--- src/rtl/kvz_pio_edge_irq_if.sv ---
// rtl/kvz_pio_edge_irq_if.sv - Avalon-MM register bus bundle for the PIO edge interrupt block
interface kvz_pio_edge_irq_if;
    logic [2:0]  address;
    logic        chipselect;
    logic        write_n;
    logic [31:0] writedata;
    logic [31:0] readdata;

    modport master (
        output address,
        output chipselect,
        output write_n,
        output writedata,
        input  readdata
    );

    modport slave (
        input  address,
        input  chipselect,
        input  write_n,
        input  writedata,
        output readdata
    );
endinterface

--- src/rtl/kvz_pio_edge_irq.sv ---
// rtl/kvz_pio_edge_irq.sv - PIO input block with edge capture, interrupt mask and optional event counter (KVZ_PIO_EVENT_COUNT_EN)
module kvz_pio_edge_irq #(
    parameter int WIDTH       = 2,
    parameter int SYNC_STAGES = 2
) (
    input  logic                 clk,
    input  logic                 reset,
    kvz_pio_edge_irq_if.slave    bus,
    input  logic [WIDTH-1:0]     in_port,
    output logic                 irq
);

    localparam logic [2:0] ADDR_DATA  = 3'd0;
    localparam logic [2:0] ADDR_RISE  = 3'd1;
    localparam logic [2:0] ADDR_MASK  = 3'd2;
    localparam logic [2:0] ADDR_CAP   = 3'd3;
    localparam logic [2:0] ADDR_FALL  = 3'd4;
    localparam logic [2:0] ADDR_COUNT = 3'd5;

    // Arm window covers the synchroniser fill plus the prev_q stage, so a
    // level already present at reset release never looks like an edge.
    localparam int                ARM_W    = 3;
    localparam logic [ARM_W-1:0]  ARM_LOAD = ARM_W'(SYNC_STAGES + 1);

    logic [SYNC_STAGES-1:0][WIDTH-1:0] sync_chain_q;
    logic [WIDTH-1:0]                  sync_q;
    logic [WIDTH-1:0]                  prev_q;
    logic [WIDTH-1:0]                  rise_en_q, rise_en_d;
    logic [WIDTH-1:0]                  fall_en_q, fall_en_d;
    logic [WIDTH-1:0]                  irq_mask_q, irq_mask_d;
    logic [WIDTH-1:0]                  edge_cap_q, edge_cap_d;
    logic [ARM_W-1:0]                  arm_q, arm_d;
    logic [31:0]                       readdata_q, readdata_d;
    logic [31:0]                       evt_cnt_rd;

    logic             wr_en;
    logic [WIDTH-1:0] wdata;
    logic [WIDTH-1:0] rise;
    logic [WIDTH-1:0] fall;
    logic [WIDTH-1:0] edge_det;
    logic             armed;
    logic             any_edge;
    logic             unused_wdata;

    assign sync_q       = sync_chain_q[SYNC_STAGES-1];
    assign wr_en        = bus.chipselect & ~bus.write_n;
    assign wdata        = bus.writedata[WIDTH-1:0];
    assign unused_wdata = ^bus.writedata;

    assign armed    = (arm_q == '0);
    assign rise     = sync_q & ~prev_q & rise_en_q;
    assign fall     = ~sync_q & prev_q & fall_en_q;
    assign edge_det = armed ? (rise | fall) : '0;
    assign any_edge = |edge_det;

    // Synchroniser chain, one-cycle history and arm countdown.
    always_ff @(posedge clk) begin
        if (reset) begin
            sync_chain_q <= '0;
            prev_q       <= '0;
            arm_q        <= ARM_LOAD;
        end else begin
            sync_chain_q <= {sync_chain_q[SYNC_STAGES-2:0], in_port};
            prev_q       <= sync_q;
            arm_q        <= arm_d;
        end
    end

    // Arm counter stops at zero once the input pipeline holds real history.
    always_comb begin
        arm_d = arm_q;
        if (arm_q != '0) begin
            arm_d = arm_q - 1'b1;
        end
    end

    // Register writes and capture update; a new edge wins over a same-cycle clear.
    always_comb begin
        rise_en_d  = rise_en_q;
        fall_en_d  = fall_en_q;
        irq_mask_d = irq_mask_q;
        edge_cap_d = edge_cap_q;
        if (wr_en) begin
            case (bus.address)
                ADDR_RISE: rise_en_d  = wdata;
                ADDR_MASK: irq_mask_d = wdata;
                ADDR_FALL: fall_en_d  = wdata;
                ADDR_CAP:  edge_cap_d = edge_cap_q & ~wdata;
                default:   ;
            endcase
        end
        edge_cap_d = edge_cap_d | edge_det;
    end

    // Control and capture registers.
    always_ff @(posedge clk) begin
        if (reset) begin
            rise_en_q  <= '0;
            fall_en_q  <= '0;
            irq_mask_q <= '0;
            edge_cap_q <= '0;
        end else begin
            rise_en_q  <= rise_en_d;
            fall_en_q  <= fall_en_d;
            irq_mask_q <= irq_mask_d;
            edge_cap_q <= edge_cap_d;
        end
    end

`ifdef KVZ_PIO_EVENT_COUNT_EN
    logic [15:0] evt_cnt_q, evt_cnt_d;

    // Saturating count of cycles with at least one edge; a write restarts it.
    always_comb begin
        evt_cnt_d = evt_cnt_q;
        if (wr_en && (bus.address == ADDR_COUNT)) begin
            evt_cnt_d = any_edge ? 16'd1 : 16'd0;
        end else if (any_edge && (evt_cnt_q != 16'hFFFF)) begin
            evt_cnt_d = evt_cnt_q + 16'd1;
        end
    end

    // Event counter register.
    always_ff @(posedge clk) begin
        if (reset) begin
            evt_cnt_q <= '0;
        end else begin
            evt_cnt_q <= evt_cnt_d;
        end
    end

    assign evt_cnt_rd = {16'd0, evt_cnt_q};
`else
    logic unused_any_edge;
    assign unused_any_edge = any_edge;
    assign evt_cnt_rd      = '0;
`endif

    // Read mux on the current address; chipselect intentionally not involved.
    always_comb begin
        readdata_d = '0;
        case (bus.address)
            ADDR_DATA:  readdata_d[WIDTH-1:0] = sync_q;
            ADDR_RISE:  readdata_d[WIDTH-1:0] = rise_en_q;
            ADDR_MASK:  readdata_d[WIDTH-1:0] = irq_mask_q;
            ADDR_CAP:   readdata_d[WIDTH-1:0] = edge_cap_q;
            ADDR_FALL:  readdata_d[WIDTH-1:0] = fall_en_q;
            ADDR_COUNT: readdata_d            = evt_cnt_rd;
            default:    readdata_d            = '0;
        endcase
    end

    // Registered read data, one cycle behind the address.
    always_ff @(posedge clk) begin
        if (reset) begin
            readdata_q <= '0;
        end else begin
            readdata_q <= readdata_d;
        end
    end

    assign bus.readdata = readdata_q;
    assign irq          = |(edge_cap_q & irq_mask_q);

endmodule

--- src/flat_wrapper.sv ---
// flat-port wrapper written by rule: the top's interface ports become plain ports
module kvz_pio_edge_irq_flat 
#(
    parameter int WIDTH       = 2,
    parameter int SYNC_STAGES = 2
)
  (clk, reset, in_port, irq, bus_address, bus_chipselect, bus_write_n, bus_writedata, bus_readdata);
  kvz_pio_edge_irq_if bus_i ();
  input  logic clk;
  input  logic reset;
  input  logic [WIDTH-1:0] in_port;
  output logic irq;
  input wire logic [$bits(bus_i.address)-1:0] bus_address;
  input wire logic [$bits(bus_i.chipselect)-1:0] bus_chipselect;
  input wire logic [$bits(bus_i.write_n)-1:0] bus_write_n;
  input wire logic [$bits(bus_i.writedata)-1:0] bus_writedata;
  output wire logic [$bits(bus_i.readdata)-1:0] bus_readdata;
  assign bus_i.address = bus_address;
  assign bus_i.chipselect = bus_chipselect;
  assign bus_i.write_n = bus_write_n;
  assign bus_i.writedata = bus_writedata;
  assign bus_readdata = bus_i.readdata;
  kvz_pio_edge_irq #(.WIDTH(WIDTH), .SYNC_STAGES(SYNC_STAGES)) u_core (.clk(clk), .reset(reset), .bus(bus_i), .in_port(in_port), .irq(irq));
endmodule
--- config.mk ---
export PLATFORM = sky130hd
export DESIGN_NAME = kvz_pio_edge_irq_flat
export DESIGN_NICKNAME = d
export VERILOG_FILES = /design/src/rtl/kvz_pio_edge_irq_if.sv /design/src/rtl/kvz_pio_edge_irq.sv /design/src/flat_wrapper.sv
export SDC_FILE = /design/constraint.sdc
export NUM_CORES = 1
export LEC_CHECK = 0
export ABC_AREA = 1
export BUFFER_PORTS_ARGS = -buffer_cell sky130_fd_sc_hd__buf_2
export CORE_MARGIN = 8
export CORE_UTILIZATION = 37
export DETAILED_ROUTE_END_ITERATION = 6
export PLACE_DENSITY = 0.78
export SETUP_SLACK_MARGIN = 0.1
export SLEW_MARGIN = 20
export SYNTH_ARGS = -nofsm -noshare
export SYNTH_HDL_FRONTEND = slang
export SYNTH_SLANG_ARGS = --single-unit
--- constraint.sdc ---
create_clock -name clk -period 0.97 [get_ports clk]
set_input_delay 0 -clock clk [delete_from_list [all_inputs] [get_ports clk]]
set_output_delay 0 -clock clk [all_outputs]
set_load 0.1 [all_outputs]
==> results_dict.tcl, run 1 <==
set metrics [dict create \
    critical_path_class "flip-flop to output pin" \
    drtAntennaViolNets 0 \
    pwr-share-clk_pct 19.3 \
    layout.nets 215 \
    dpl.hpwl_um 1610 \
    netlist_top_cells_count "buf_4, nor2_1, dfxtp_1" \
    die_h_um 70.0 \
    dr.pass1.iters 4 \
    vias_per_cell 4.10 \
    cts_sinks 19 \
    swShare_pct 45.3 \
    syn_inst 148 \
    power_frac_comb_pct 37.7 \
    outcome "finished, violations left" \
    r2r-start "u_core.arm_q[1]$_SDFFE_PP1N_" \
    peakVddDrop_uv 1300 \
    yosys.area.top_type "dfxtp_1" \
    fillers 287 \
    max_freq_mhz 947 \
    num_vias 829 \
    avgSynthCellArea_um2 7.28 \
    dr_wl_met2_um 951 \
    critPathMaxFanout 3 \
    synth.distinct_cells 21 \
    grt_setup_unrepaired "true" \
    wl_per_cell_um 9.97 \
    numCtsBuffers 3 \
    port_buffers 13 \
    synth-async-reset-ratio_pct 0 \
    routed_wl_um 2010 \
    place_congestion 0.827 \
    power_density_nw_per_um2 1560 \
    violations "setup timing" \
    grt_pass1_wl_um 3310 \
    yosys_warnings 0 \
    cts_max_level 1 \
    p_int_w 0.00108 \
    dpl_worst_slack_ps -22.6 \
    min_period_ps 1060 \
    hold_path_depth 5 \
    row_count 19 \
    core_area_um2 2760 \
    start_util_pct 39.1 \
    switchingPower_w 0.000898 \
    hold_start "bus_write_n" \
    reg2reg_slack_ps -10 \
    num_antenna_cells 0 \
    startpoint_type "flip-flop" \
    seqPwrFrac_pct 43.0 \
    endpoint_kind "output pin" \
    die_area_um2 4890 \
    min_to "u_core.edge_cap_q[1]$_SDFF_PP0_" \
    cts_tree "done" \
    die_w_um 70.0 \
    final_cells 202 \
    fin_ws_ps -86.1 \
    r2r-end "u_core.edge_cap_q[1]$_SDFF_PP0_" \
    drive_above_1_share_pct 27.5 \
    placed_cells 191 \
    wl_met3_um 204 \
    clock_path_buffers 2 \
    wl_met1_um 858 \
    synth_area_leaders "dfxtp_1, buf_4, nor2_1" \
    cap_viol_max_count 0 \
    post-synth-top-count-cell "buf_4" \
    drc 0 \
    cts-root-buf "clkbuf_4" \
    rr_worst_depth 6 \
    grt_max_degree 12 \
    synth.ff_latch_count 19 \
    drv_slew 0 \
    synth_area_um2 1080 \
    first_iter_violations 54 \
    timing.final.crit_share_pct 109 \
    syn_to_final_growth_pct 17.5 \
    hp-class "input port to flip-flop" \
    synth-edff-count 0 \
    highest_layer "met3" \
    clkTransAtPathRegs_ps 110 \
    hold_viol 0 \
    synth_seq_area_share_pct 35.3 \
    final.setup.tns_ps -110 \
    grt_pass1_vias 765 \
    yosysTopAreaCellShare_pct 35.3 \
    worstPathArrival_ps 1060 \
    clk_latency_ps 290 \
    ioPinCount 74 \
    skew_ps 12.2 \
    antenna_found_initial 0 \
    overflow 0 \
    setup_viol 4 \
    cp.required_ps 970 \
    ys.flop_type "dfxtp_1" \
    leakagePower_nw 0.627 \
    grt_usage_pct 7.75 \
]
[final cells by class]
cell class	instances	area [µm²]	share of cell area, %
Tap cell	31	38.8	3.06
Inverter	19	71.3	5.63
Sequential cell	19	389	30.7
Clock inverter	1	5.00	0.395
Clock buffer	3	22.5	1.78
Multi-Input combinational cell	108	557	44.0
Timing Repair Buffer	21	183	14.4
[placed cells by master, fill, tap and decap left out, drive strengths merged]
cell type / Yosys / routed
a21oi: 3 / 3
a22o: 1 / 1
buf: 30 / 16
clkbuf: 1 / 3
clkinv: 0 / 1
conb: 1 / 30
dfxtp: 19 / 19
dlygate4sd3: 0 / 5
ha: 2 / 2
inv: 19 / 19
nand2: 16 / 16
nand3: 12 / 12
nand4: 3 / 3
nor2: 31 / 31
nor3: 1 / 1
o211ai: 1 / 1
o21ai: 7 / 7
xnor2: 1 / 1
[worst max-delay path: stages (launching register included)]
cell and delay (ps):
dfxtp_2 350, a22o_4 250, buf_12 160
[power by group through the flow]
| stage | clock [W] | sequential, W | combinational (W) |
|---|---|---|---|
| floorplan | 0 | 0.000869 | 0.000725 |
| global placement | 0 | 0.000867 | 0.000695 |
| detailed placement | 0 | 0.000867 | 0.000700 |
| CTS | 0.000401 | 0.000848 | 0.000725 |
| global route | 0.000441 | 0.000856 | 0.000792 |
| finish | 0.000382 | 0.000851 | 0.000747 |
[worst max path at each step]
stage                                    startpoint                              end  slack, ps  depth (start not counted)
finish              u_core.edge_cap_q[0]$_SDFF_PP0_                              irq        -90                          2
global route        u_core.edge_cap_q[0]$_SDFF_PP0_                              irq       -130                          2
CTS                 u_core.edge_cap_q[0]$_SDFF_PP0_                              irq        -90                          2
detailed placement     u_core.arm_q[0]$_SDFFE_PP1N_  u_core.edge_cap_q[1]$_SDFF_PP0_        -20                          6
global placement       u_core.arm_q[0]$_SDFFE_PP1N_  u_core.edge_cap_q[1]$_SDFF_PP0_         30                          6
floorplan              u_core.arm_q[0]$_SDFFE_PP1N_     u_core.arm_q[0]$_SDFFE_PP1N_         80                          6
[through the flow]
step	instance area (µm²)	util, %	hold WS [ps]	total power, W
after global placement	1140	41.3	206	0.00156
final	1270	45.9	133	0.00198
after detailed placement	1140	41.3	205	0.00157
after CTS	1250	45.2	131	0.00197
after floorplan	1210	-	77.4	0.00159
after global routing	1270	45.9	182	0.00209
[metal layers]
metal / up-vias / GRT usage, %
li1: 447 / -
met2: 27 / 13.0
met5: - / 0
met1: 355 / 8.41
met4: 0 / 0
met3: 0 / 5.23
[registers in the layout (all words and copies together), names as in the netlist]
signal,cells
u_core.sync_chain_q,2
u_core.sync_q,2
u_core.fall_en_q,2
u_core.prev_q,2
u_core.bus.readdata,2
u_core.edge_cap_q,2
u_core.irq_mask_q,2
u_core.arm_q,3
u_core.rise_en_q,2
[cell families after synthesis]
kind of cell | synth area share [%]
AO/OA/AOI/OAI | 6.16
XOR/XNOR | 0.813
adder cells (fa/ha/maj) | 2.32
buffers and inverters | 27.9
flip-flops | 35.3
other | 0.348
AND/OR/NAND/NOR | 27.2
[repair_timing]
action / CTS / global route
hold endpoints to repair: 11 / 0
buffers inserted: 2 / 0
hold buffers: 5 / 0
pin swaps: 3 / 1
resized for setup: 5 / 5
endpoints found under the setup margin: 6 / 13
(Power assumes the default switching activity.)
==> run 2: changes to the inputs <==
ABC_AREA = 0   (was 1)
MAX_ROUTING_LAYER = met4   (was unset)
==> run 2 against run 1 <==
Effect of this change: critical path type unchanged; critical path depth unchanged; synthesized area rose by 0.81%; die area is 0.62% higher; clock skew decreased by 8.9 ps; first-iteration DRC count down 61%; largest cell class unchanged; non-clock buffer count increased by 5; maximum frequency increased by 0.13%; via count is 2.4% lower; wire length up 11%; the flow still finishes with violations (setup timing); setup slack improved by 1.4 ps; sequential power grew 0.5%; cell area up 3.0%.
==> results_dict.tcl, run 2 <==
set metrics [dict create \
    final_cell_mix "conb_1, nand2_1, buf_2, buf_4, dfxtp_2" \
    synth_area_um2 1090 \
    cap_viol_max_count 0 \
    crit_chain "a22o_4 -> buf_12" \
    clk_latency_ps 300 \
    cts_sinks 19 \
    largest_register_ffs 3 \
    power_density_nw_per_um2 1630 \
    vias_per_cell 4.60 \
    fin_ws_ps -84.7 \
    cts-root-buf "clkbuf_4" \
    core_area_um2 2780 \
    synth_area_leaders "dfxtp_1, buf_4, mux2i_1" \
    yosys.area.top_type "dfxtp_1" \
    dpl_worst_slack_ps -20.6 \
    rr_worst_depth 4 \
    synth.distinct_cells 27 \
    grt_pass1_vias 816 \
    top_register "u_core.arm_q" \
    row_count 19 \
    hp-class "input port to flip-flop" \
    die_w_um 70.2 \
    dr.pass1.iters 4 \
    critPathMaxStageDelay_ps 340 \
    hold_path_depth 3 \
    placed_cells 163 \
    min_to "u_core.rise_en_q[1]$_SDFFE_PP0P_" \
    drv_slew 0 \
    hold_start "bus_writedata[1]" \
    outcome "finished, violations left" \
    final_common_cell "conb_1" \
    min_period_ps 1050 \
    cp.required_ps 970 \
    setup_viol 7 \
    first_iter_violations 21 \
    r2r-end "u_core.bus.readdata[0]$_SDFF_PP0_" \
    syn_to_final_growth_pct 20.0 \
    endpoint_kind "output pin" \
    grt_max_degree 14 \
    synth-edff-count 0 \
    drive_above_1_share_pct 35.9 \
    ioPinCount 74 \
    synth_seq_area_share_pct 35.0 \
    port_buffers 13 \
    yosys_warnings 0 \
    layout.nets 189 \
    overflow 0 \
    clock_path_buffers 2 \
    r2r-start "u_core.edge_cap_q[0]$_SDFF_PP0_" \
    stdcell_area_um2 1300 \
    timing.final.crit_share_pct 109 \
    peakVddDrop_uv 913 \
    critPathMaxFanout 2 \
    grt_setup_unrepaired "true" \
    yosysTopAreaCellShare_pct 35.0 \
    post-synth-top-count-cell "buf_4" \
    num_vias 809 \
    die_h_um 70.2 \
    routed_wl_um 2240 \
    worstPathArrival_ps 1050 \
    cts_max_level 1 \
    antenna_found_initial 0 \
    cts_tree "done" \
    drtAntennaViolNets 0 \
    ys.flop_type "dfxtp_1" \
    grt_pass1_wl_um 3710 \
    grt_usage_pct 9.13 \
    avgSynthCellArea_um2 9.05 \
    start_util_pct 39.0 \
    syn_inst 120 \
    die_area_um2 4920 \
    hold_viol 0 \
    drc 0 \
    crit_slowest_cell "dfxtp_2" \
    synth.ff_latch_count 19 \
    startpoint_type "flip-flop" \
    skew_ps 3.24 \
    leakagePower_nw 0.604 \
    dpl.hpwl_um 1730 \
    final_cells 176 \
    num_antenna_cells 0 \
    place_congestion 0.816 \
    dpl-instance-area_um2 1140 \
    netlist_top_cells_count "buf_4, dfxtp_1, nand2_1" \
    reg2reg_slack_ps -80 \
    violations "setup timing" \
    numCtsBuffers 3 \
    critical_path_class "flip-flop to output pin" \
    synth-async-reset-ratio_pct 0 \
    max_freq_mhz 948 \
    wl_per_cell_um 12.7 \
    clkTransAtPathRegs_ps 110 \
]
-- run 2: changes by cell type after synthesis, moves of 3 or more --
| cell | before | now |
|---|---|---|
| inv_1 | 18 | 4 |
| o21ai_0 | 7 | 4 |
| mux2i_1 | 0 | 9 |
| nand3b_1 | 0 | 4 |
| nand4_1 | 3 | 0 |
| a21oi_1 | 3 | 0 |
| nor2b_1 | 0 | 6 |
| nand3_1 | 10 | 2 |
| nor2_1 | 28 | 7 |
-- run 2: how the worst max path moves through the flow --
stage	from	end	slack (ps)	cells past startpoint
2_1_floorplan	u_core.arm_q[0]$_SDFFE_PP1N_	u_core.edge_cap_q[0]$_SDFF_PP0_	30	5
3_3_place_gp	u_core.arm_q[0]$_SDFFE_PP1N_	u_core.edge_cap_q[0]$_SDFF_PP0_	10	5
3_5_place_dp	u_core.arm_q[1]$_SDFFE_PP1N_	u_core.edge_cap_q[1]$_SDFF_PP0_	-20	5
4_1_cts	u_core.irq_mask_q[0]$_SDFFE_PP0P_	irq	-100	2
5_1_grt	u_core.edge_cap_q[0]$_SDFF_PP0_	u_core.bus.readdata[0]$_SDFF_PP0_	-120	4
6_report	u_core.edge_cap_q[0]$_SDFF_PP0_	irq	-80	2
-- run 2: cells by family after synthesis --
family	share of synthesized area [%]
DFF	35.0
adders and majority gates	2.30
xor gates and xnor gates	0.807
muxes	8.30
buffers and inverters	25.1
AOI/OAI and AO/OA	8.30
other	0.345
and+or+nand+nor	19.8
-- run 2: area by class of cell --
class / count / area (µm²)
clock buffer: 3 / 22.5
clock inverter: 1 / 5.00
fill: 280 / 1480
inverter: 4 / 15.0
multi-input combinational: 92 / 614
sequential: 19 / 393
tap: 31 / 38.8
timing repair buffer: 26 / 215
-- run 2: repair_timing --
action / in CTS / in global routing
setup endpoints to repair: 8 / 8
buffers inserted: 3 / 3
pin swaps: 2 / 3
hold buffers: 3 / 0
resized for setup: 7 / 10
hold endpoints to repair: 3 / 0
-- run 2: per-stage QoR --
stage / util, % / power [W] / TNS, ps / hold WS, ps
5_1_grt: 46.9 / 0.00222 / -731 / 28.2
4_1_cts: 44.9 / 0.00207 / -278 / 11.9
3_5_place_dp: 41.2 / 0.00162 / -36.9 / 214
2_1_floorplan: - / 0.00165 / 0 / 128
3_3_place_gp: 41.2 / 0.00160 / 0 / 208
6_report: 46.9 / 0.00213 / -432 / 15.9
-- run 2: power by group --
part | total [W] | internal (W) | switching [W]
clock network | 0.000398 | 0.000154 | 0.000245
registers | 0.000855 | 0.000825 | 0.0000298
logic | 0.000876 | 0.000195 | 0.000681
total | 0.00213 | 0.00117 | 0.000956
-- run 2: metal layers --
| layer | part of all wire (%) | vias to the layer above | GRT usage (%) |
|---|---|---|---|
| met5 | 0 | - | - |
| met1 | 38 | 391 | 8.76 |
| met4 | 1.6 | 0 | 4.02 |
| met3 | 8.3 | 4 | 3.53 |
| met2 | 52 | 27 | 15.9 |
| li1 | - | 387 | - |
-- run 2: worst max-delay path: cells and delay by family (launching register included) --
family | cells | cell delay [ps]
buffers and inverters | 1 | 160
AO/OA/AOI/OAI | 1 | 250
flip-flops | 1 | 340
